[src/rtl/adder_input_ctrl.sv]
// Pushbutton front end for an external 16-bit adder: debounced LoadA/LoadB/Run
// buttons latch operands from SW, then Run captures the adder result after ADD_LAT clocks.
`timescale 1ns/1ps

module adder_input_ctrl_deb #(
    parameter int DEB_CYCLES = 4
) (
    input  logic clk,
    input  logic rst_n,
    input  logic btn_n,
    output logic level
);
    localparam int CW = $clog2(DEB_CYCLES + 1);

    logic          sync1_q, sync1_d;
    logic          sync2_q, sync2_d;
    logic          level_q, level_d;
    logic [CW-1:0] cnt_q, cnt_d;

    // Level only moves after DEB_CYCLES consecutive disagreeing samples.
    always_comb begin
        sync1_d = btn_n;
        sync2_d = sync1_q;
        level_d = level_q;
        cnt_d   = '0;
        if (sync2_q != level_q) begin
            if (cnt_q == CW'(DEB_CYCLES - 1)) level_d = sync2_q;
            else                              cnt_d   = cnt_q + CW'(1);
        end
    end

    always_ff @(posedge clk) begin
        if (!rst_n) begin
            sync1_q <= 1'b1;
            sync2_q <= 1'b1;
            level_q <= 1'b1;
            cnt_q   <= '0;
        end else begin
            sync1_q <= sync1_d;
            sync2_q <= sync2_d;
            level_q <= level_d;
            cnt_q   <= cnt_d;
        end
    end

    assign level = level_q;
endmodule

module adder_input_ctrl #(
    parameter int DEB_CYCLES = 4,
    parameter int ADD_LAT    = 2
) (
    input  logic        Clk,
    input  logic        Reset,
    input  logic        LoadA,
    input  logic        LoadB,
    input  logic        Run,
    input  logic [15:0] SW,
    input  logic [15:0] Sum_in,
    input  logic        CO_in,
    output logic [15:0] A_out,
    output logic [15:0] B_out,
    output logic [16:0] Result,
    output logic        Busy,
    output logic        Done
);
    localparam int NUM_BTN = 3;
    localparam int BTN_A   = 0;
    localparam int BTN_B   = 1;
    localparam int BTN_RUN = 2;

    localparam logic [1:0] S_IDLE = 2'd0;
    localparam logic [1:0] S_WAIT = 2'd1;
    localparam logic [1:0] S_HOLD = 2'd2;

    logic [NUM_BTN-1:0] btn_n, lvl, press;
    logic [NUM_BTN-1:0] lvl_prev_q, lvl_prev_d;
    logic [1:0]         state_q, state_d;
    logic [3:0]         wait_cnt_q, wait_cnt_d;
    logic [15:0]        a_q, a_d, b_q, b_d;
    logic [16:0]        result_q, result_d;
    logic               done_q, done_d;

    assign btn_n = {Run, LoadB, LoadA};

    for (genvar i = 0; i < NUM_BTN; i++) begin : g_btn
        adder_input_ctrl_deb #(.DEB_CYCLES(DEB_CYCLES)) u_deb (
            .clk   (Clk),
            .rst_n (Reset),
            .btn_n (btn_n[i]),
            .level (lvl[i])
        );
    end

    // Press = first cycle the debounced level reads 0.
    assign press = lvl_prev_q & ~lvl;

    always_comb begin
        lvl_prev_d = lvl;
        state_d    = state_q;
        wait_cnt_d = wait_cnt_q;
        a_d        = a_q;
        b_d        = b_q;
        result_d   = result_q;
        done_d     = 1'b0;
        case (state_q)
            S_IDLE: begin
                if (press[BTN_A]) a_d = SW;
                if (press[BTN_B]) b_d = SW;
                if (press[BTN_RUN]) begin
                    state_d    = S_WAIT;
                    wait_cnt_d = '0;
                end
            end
            S_WAIT: begin
                if (wait_cnt_q == 4'(ADD_LAT - 1)) begin
                    result_d = {CO_in, Sum_in};
                    done_d   = 1'b1;
                    state_d  = S_HOLD;
                end else begin
                    wait_cnt_d = wait_cnt_q + 4'd1;
                end
            end
            S_HOLD: begin
                if (lvl[BTN_RUN]) state_d = S_IDLE;
            end
            default: state_d = S_IDLE;
        endcase
    end

    always_ff @(posedge Clk) begin
        if (!Reset) begin
            lvl_prev_q <= '1;
            state_q    <= S_IDLE;
            wait_cnt_q <= '0;
            a_q        <= '0;
            b_q        <= '0;
            result_q   <= '0;
            done_q     <= 1'b0;
        end else begin
            lvl_prev_q <= lvl_prev_d;
            state_q    <= state_d;
            wait_cnt_q <= wait_cnt_d;
            a_q        <= a_d;
            b_q        <= b_d;
            result_q   <= result_d;
            done_q     <= done_d;
        end
    end

    assign A_out  = a_q;
    assign B_out  = b_q;
    assign Result = result_q;
    assign Done   = done_q;
    assign Busy   = (state_q != S_IDLE);
endmodule

[config.mk]
export PLATFORM = sky130hd
export DESIGN_NAME = adder_input_ctrl
export DESIGN_NICKNAME = d
export VERILOG_FILES = /design/src/rtl/adder_input_ctrl.sv
export SDC_FILE = /design/constraint.sdc
export NUM_CORES = 1
export LEC_CHECK = 0
export BUFFER_PORTS_ARGS = -buffer_cell sky130_fd_sc_hd__buf_4
export CAP_MARGIN = 25
export CELL_PAD_IN_SITES_DETAIL_PLACEMENT = 1
export CELL_PAD_IN_SITES_GLOBAL_PLACEMENT = 1
export CORE_MARGIN = 1.5
export CORE_UTILIZATION = 34
export CTS_CLUSTER_DIAMETER = 120
export DETAILED_ROUTE_END_ITERATION = 7
export PLACE_DENSITY_LB_ADDON = 0.2
export SYNTH_ARGS = -nofsm -noshare
export SYNTH_HDL_FRONTEND = slang
export SYNTH_SLANG_ARGS = --single-unit
export TNS_END_PERCENT = 30
[constraint.sdc]
create_clock -name Clk -period 1.3 [get_ports Clk]
set_input_delay 0 -clock Clk [delete_from_list [all_inputs] [get_ports Clk]]
set_output_delay 0 -clock Clk [all_outputs]
set_load 0.03 [all_outputs]
==> results of run 1 <==
-- worst max-delay path by stage --
stage / endpoint / start / slack (ps)
after floorplan: A_out[10] / state_q[1] / -140
after global placement: B_out[7] / state_q[0] / -30
after detailed placement: A_out[0] / state_q[0] / -90
after CTS: Busy / state_q[0] / -50
after global routing: A_out[2] / state_q[0] / -110
final: A_out[9] / state_q[1] / -70
-- per-layer routing --
| metal | part of all wire (%) | wire, µm | GRT usage (%) |
|---|---|---|---|
| met4 | 1.8 | 152 | 7.25 |
| met2 | 51 | 4380 | 29.5 |
| met3 | 5.2 | 447 | 4.75 |
| met5 | 0 | 0 | 0 |
| met1 | 42 | 3560 | 19.5 |
-- kinds of logic (layout without fill, tap and decap cells) --
kind of cell / count (synthesis) / after routing / synth area share, %
simple gates: 148 / 149 / 23.8
flops: 77 / 77 / 50.7
compound gates: 37 / 37 / 9.01
buf+inv: 28 / 174 / 5.06
mux: 22 / 22 / 7.24
fa+ha+maj: 8 / 8 / 3.29
xor+xnor: 3 / 3 / 0.864
-- critical path, delay by kind of cell (launching register included) --
kind / cells / cell delay, ps
flops: 1 / 370
compound gates: 1 / 60
simple gates: 2 / 710
buf+inv: 1 / 130
-- metrics by stage --
stage / util, % / hold WS (ps) / cells / setup slack [ps]
after floorplan: - / 101 / 323 / -144
after global routing: 55.2 / 429 / 578 / -112
after CTS: 52.1 / 416 / 571 / -53.5
after global placement: 44.7 / 186 / 515 / -31.3
after detailed placement: 44.7 / 193 / 515 / -88.2
final: 55.2 / 415 / 578 / -72.1
-- cell type report --
class / count / area (µm²) / area share [%]
repair buffers: 150 / 1360 / 28.4
multi-input cells: 219 / 1470 / 30.7
inverters: 8 / 30.0 / 0.627
clock inverters: 4 / 95.1 / 1.99
well taps: 108 / 135 / 2.82
flip-flops and latches: 77 / 1550 / 32.4
clock buffers: 12 / 145 / 3.03
-- state kept, by name (all words and copies together), names as in the netlist --
signal and count:
A_out 16, B_out 16, Done 1, Result 17, g_btn.u_deb.cnt_q 9, g_btn.u_deb.level 3
g_btn.u_deb.sync1_q 3, g_btn.u_deb.sync2_q 3, lvl_prev_q 3, state_q 2, wait_cnt_q 4
-- Yosys cell counts --
| master | n | share of area [%] |
|---|---|---|
| xor2_1 | 3 | 0.86 |
| buf_4 | 1 | 0.25 |
| inv_1 | 8 | 0.99 |
| or2_2 | 1 | 0.21 |
| and2_1 | 2 | 0.41 |
| nand4_1 | 2 | 0.41 |
| buf_8 | 1 | 0.49 |
| a21boi_0 | 20 | 4.9 |
| a21oi_1 | 1 | 0.16 |
| o21a_1 | 1 | 0.25 |
| a21boi_1 | 12 | 3.0 |
| nand3_1 | 3 | 0.49 |
| or4b_1 | 3 | 0.99 |
| o21ai_0 | 1 | 0.16 |
| buf_2 | 3 | 0.49 |
| buf_6 | 4 | 1.5 |
| nand2_2 | 10 | 2.1 |
| nand3b_1 | 4 | 0.99 |
| nand2_1 | 93 | 11 |
| or4b_4 | 1 | 0.45 |
| nor4b_4 | 2 | 1.6 |
| nand2b_1 | 14 | 2.9 |
| nor3b_1 | 2 | 0.49 |
| ha_1 | 8 | 3.3 |
| o31ai_1 | 1 | 0.25 |
| nor3_1 | 1 | 0.16 |
| dfxtp_1 | 77 | 51 |
| o221ai_1 | 1 | 0.29 |
| mux2i_1 | 22 | 7.2 |
| buf_1 | 1 | 0.12 |
| nor2_1 | 10 | 1.2 |
| clkbuf_1 | 10 | 1.2 |
-- power breakdown --
part / leakage [nW] / internal, W / switching [W]
clock: 0.121 / 0.00133 / 0.000883
combinational: 1.19 / 0.000188 / 0.000103
sequential: 0.624 / 0.00236 / 0.00000474
-- what timing repair did --
action                                 4_1_cts  5_1_grt
setup endpoints to repair                   54       54
cloned                                       0        4
endpoints found under the hold margin       62        0
pin swaps                                   14       26
hold buffers                                40        0
resized for setup                            9       58
buffers inserted                             0        3
==> metrics.md, run 1 <==
| Metric | Value |
|---|---|
| Mapped Nets | `369` |
| CP max stage delay | `600 ps` |
| HPWL after DPL | `5110 µm` |
| CTS H-tree depth | `3` |
| Max-slew violation count | `0` |
| Hold path endpoint | `g_btn[0].u_deb.sync2_q` |
| Synthesis warning total | `0` |
| DRT Pass-1 Iters | `4` |
| Die Area | `0.00952 mm²` |
| Setup slack, reg-to-reg | `-70 ps` |
| Fin Clk Skew | `8.49 ps` |
| Post-Synthesis Cell Area | `0.00304 mm²` |
| Syn Inst Count | `323` |
| Clk sinks | `77` |
| First-pass GRT wire length | `12,900 µm` |
| Fin crit share | `106%` |
| Min-delay worst type | `reg -> reg` |
| Syn avg cell area | `9.41 µm²` |
| Placed Area | `0.00388 mm²` |
| Port Buffers | `88` |
| Worst path required time | `1550 ps` |
| Clock Tree Buf Depth | `2` |
| CP Launch Type | `register` |
| TritonCTS clock tree | `built` |
| Share of cells above drive strength 1 | `36.6%` |
| CP Cell Sequence | `buf_4, or4b_4, nand2_2, a21boi_2` |
| R2r startpoint | `state_q[1]` |
| Reg2reg end | `A_out[9]` |
| Final ANT Viol Nets | `0` |
| Cell leakage power | `1.94 nW` |
| Actual slew at the worst max-slew pin | `321 ps` |
| Sequential-to-total area share from yosys stat | `50.7%` |
| Syn-to-layout area delta | `57.5%` |
| Total power draw | `0.00487 W` |
| Final setup viols | `49` |
| # IOs | `89` |
| Final WS setup | `-72.1 ps` |
| Vias per inst | `4.68` |
| Worst Setup End Kind | `register` |
| Vias in the first global route | `2,716` |
| Commonest cells after routing, fill and taps aside | `97 x buf_4, 79 x nand2_1, 72 x dfxtp_1` |
| Hold Crit Depth | `1` |
| FILL cells | `992` |
| # DRC | `0` |
| Max-capacitance violation count | `0` |
| GP Congestion | `0.714` |
| Fmax | `0.729 GHz` |
| Clk root buf | `clkbuf_8` |
| R2R cell count | `4` |
| WP data arrival | `1620 ps` |
| PwrDens | `1020 mW/mm²` |
| Synth cell types | `32` |
| # diodes | `0` |
| Final WL | `8540 µm` |
| Hold path start | `g_btn[0].u_deb.sync1_q` |
| Die H | `97.6 µm` |
| Vias | `2,704` |
| Fin area | `0.00479 mm²` |
| Tmin final | `1370 ps` |
| Crit Path Class | `reg -> reg` |
| Final hold violations | `0` |
| FP Rows | `34` |
| Initial antenna violation count | `0` |
| Initial Util | `35.0%` |
| Worst path slowest cell | `or4b_4` |
| Skew-Pair Late Insertion Delay | `360 ps` |
| Detailed Route Iter0 Violations | `72` |
| Largest net degree at the start of global routing | `48` |
| Fin nets | `511` |
| Failing checks | `negative setup slack` |
| Unrepaired setup endpoints after global routing | `yes` |
| Most common cell after layout, fill and taps aside | `buf_4` |
| Setup TNS | `-1590 ps` |
| Outcome | `finished, violations left` |
| Total gr overflow | `0` |
| Slew HR | `78.5%` |
| Register bit total from synthesis | `77` |
| Crit-path max FO | `8` |
| Clk slew on worst S/H paths | `80 ps` |
| Aggregate global-route resource usage | `17.0%` |
| CTS Buf Count | `9` |
| Wire per inst | `14.8 µm` |
| VDD IR max | `533 µV` |
| Die width | `97.6 µm` |
| Core area | `0.00868 mm²` |
Power figures use the tool's default switching activity.
==> inputs of run 2 (changes only) <==
Settings changed: CORE_UTILIZATION 34 to 35, CTS_BUF_LIST set to sky130_fd_sc_hd__clkbuf_4.
==> metrics.md, run 2 (synthesis results as in run 1) <==
| Metric | Value |
|---|---|
| Internal power | `0.00297 W` |
| Tmin final | `1460 ps` |
| GP Congestion | `0.684` |
| Vias in the first global route | `2,869` |
| Total gr overflow | `0` |
| Buffers plus inverters on the worst setup path | `1` |
| Unrepaired setup endpoints after global routing | `yes` |
| Family with the most delay on the worst path | `simple AND/OR/NAND/NOR gates` |
| CP max stage delay | `670 ps` |
| Worst path required time | `1630 ps` |
| Sequential share of power | `59.2%` |
| Fin nets | `517` |
| Wire per inst | `14.6 µm` |
| Final WL | `8490 µm` |
| Worst Setup End Kind | `register` |
| Syn-to-layout area delta | `53.8%` |
| Failing checks | `negative setup slack` |
| CP Launch Type | `register` |
| Clk root buf | `clkbuf_4` |
| Port Buffers | `88` |
| Final ANT Viol Nets | `0` |
| DRT Pass-1 Iters | `4` |
| Clk slew on worst S/H paths | `150 ps` |
| Die Area | `0.00926 mm²` |
| Die H | `96.2 µm` |
| Final setup viols | `56` |
| Max-capacitance violation count | `0` |
| Max-slew violation count | `0` |
| Vias | `2,728` |
| Fmax | `0.684 GHz` |
| Actual slew at the worst max-slew pin | `386 ps` |
| PwrDens | `857 mW/mm²` |
| # DRC | `0` |
| FP Rows | `33` |
| Logic pwr share | `7.2%` |
| Final WS setup | `-162 ps` |
| Aggregate global-route resource usage | `19.3%` |
| # diodes | `0` |
| First-pass GRT wire length | `13,400 µm` |
| Max FFs per register | `17` |
| CTS Buf Count | `9` |
| # IOs | `89` |
| Clock Tree Buf Depth | `2` |
| Vias per inst | `4.70` |
| FILL cells | `931` |
| Die width | `96.2 µm` |
| Largest net degree at the start of global routing | `42` |
| Commonest cells after routing, fill and taps aside | `103 x buf_4, 80 x nand2_1, 74 x dfxtp_1` |
| WP data arrival | `1790 ps` |
| Final hold violations | `0` |
| CTS H-tree depth | `3` |
| Initial Util | `36.6%` |
| WHS | `356 ps` |
| Crit-path max FO | `16` |
| Most common cell after layout, fill and taps aside | `buf_4` |
| HPWL after DPL | `5200 µm` |
| Core area | `0.00830 mm²` |
| Min-delay worst type | `in -> reg` |
| Share of cells above drive strength 1 | `36.8%` |
| VDD IR max | `535 µV` |
| Final core utilization | `56.3%` |
| Clk sinks | `77` |
| Crit Path Class | `reg -> reg` |
| Worst path slowest cell | `or4b_4` |
| Skew-Pair Late Insertion Delay | `440 ps` |
| Fin Clk Skew | `19.7 ps` |
| Initial antenna violation count | `0` |
| Outcome | `finished, violations left` |
| Fin crit share | `112%` |
| Detailed Route Iter0 Violations | `67` |
| TritonCTS clock tree | `built` |
| P_sw | `0.00104 W` |
| Clock power frac | `33.6%` |
| Slew HR | `74.3%` |
| CP Cell Sequence | `buf_6, or4b_4, nand2_2, a21boi_1` |
| Cell leakage power | `1.91 nW` |
| Sw frac | `25.9%` |
==> run 2: cell count changes in the layout (fill, tap and decap cells not counted), moves of 3 or more <==
cell and change:
clkbuf_4 +9, bufinv_16 -3, clkbuf_8 -10, a21boi_2 -4, buf_4 +6, inv_6 +3
==> run 2: cell type report <==
cell class	count	area, µm²	area share (%)
inverters	8	30.0	0.642
well taps	105	131	2.81
flip-flops and latches	77	1550	33.1
clock buffers	9	67.6	1.45
clock inverters	7	56.3	1.20
repair buffers	157	1400	29.9
multi-input cells	218	1450	30.9
==> run 2: worst reg2reg max path, delay by kind of cell, from the launching register on <==
kind | cells | cell delay, ps
AOI/OAI and AO/OA | 1 | 70
buffers and inverters | 1 | 130
and+or+nand+nor | 2 | 790
DFF | 1 | 370
==> run 2: worst paths after layout <==
path / start / end / slack (ps) / depth (start not counted)
min reg2reg: g_btn[1].u_deb.sync1_q / g_btn[1].u_deb.sync2_q / 410 / 1
min: SW[14] / A_out[14] / 360 / 4
max reg2reg: state_q[0] / A_out[5] / -160 / 4
max: state_q[0] / A_out[5] / -160 / 4
==> run 2: metal layers <==
| metal | vias up | GRT usage (%) | part of all wire, % |
|---|---|---|---|
| met4 | 0 | 10.0 | 1.9 |
| met3 | 12 | 3.79 | 4.9 |
| li1 | 1349 | - | - |
| met1 | 1296 | 21.3 | 44 |
| met5 | - | 0 | 0 |
| met2 | 71 | 34.9 | 50 |
==> run 2: per-stage QoR <==
step	TNS [ps]	worst slack (ps)	total power, W	cell area (µm²)	std cells
after floorplan	-2910	-144	0.00250	3050	323
after global placement	-767	-41.1	0.00261	3890	515
after detailed placement	-1910	-92.5	0.00262	3890	515
after CTS	-4980	-144	0.00404	4550	576
after global routing	-10610	-250	0.00419	4680	581
final	-6810	-162	0.00401	4680	581
==> run 2: what timing repair did <==
| item | in CTS | in global routing |
|---|---|---|
| hold buffers | 40 | 0 |
| gates resized for setup | 40 | 18 |
| pin swaps | 30 | 16 |
| endpoints found under the setup margin | 55 | 57 |
| gates cloned | 2 | 3 |
| hold endpoints to repair | 65 | 0 |
| setup buffers | 3 | 3 |
==> run 2: power by group through the flow <==
| stage | Sequential (W) | Clock (W) | Combinational, W |
|---|---|---|---|
| global route | 0.00238 | 0.00150 | 0.000312 |
| global placement | 0.00243 | 0 | 0.000184 |
| floorplan | 0.00243 | 0 | 0.0000722 |
| finish | 0.00237 | 0.00135 | 0.000289 |
| CTS | 0.00237 | 0.00138 | 0.000286 |
| detailed placement | 0.00243 | 0 | 0.000188 |
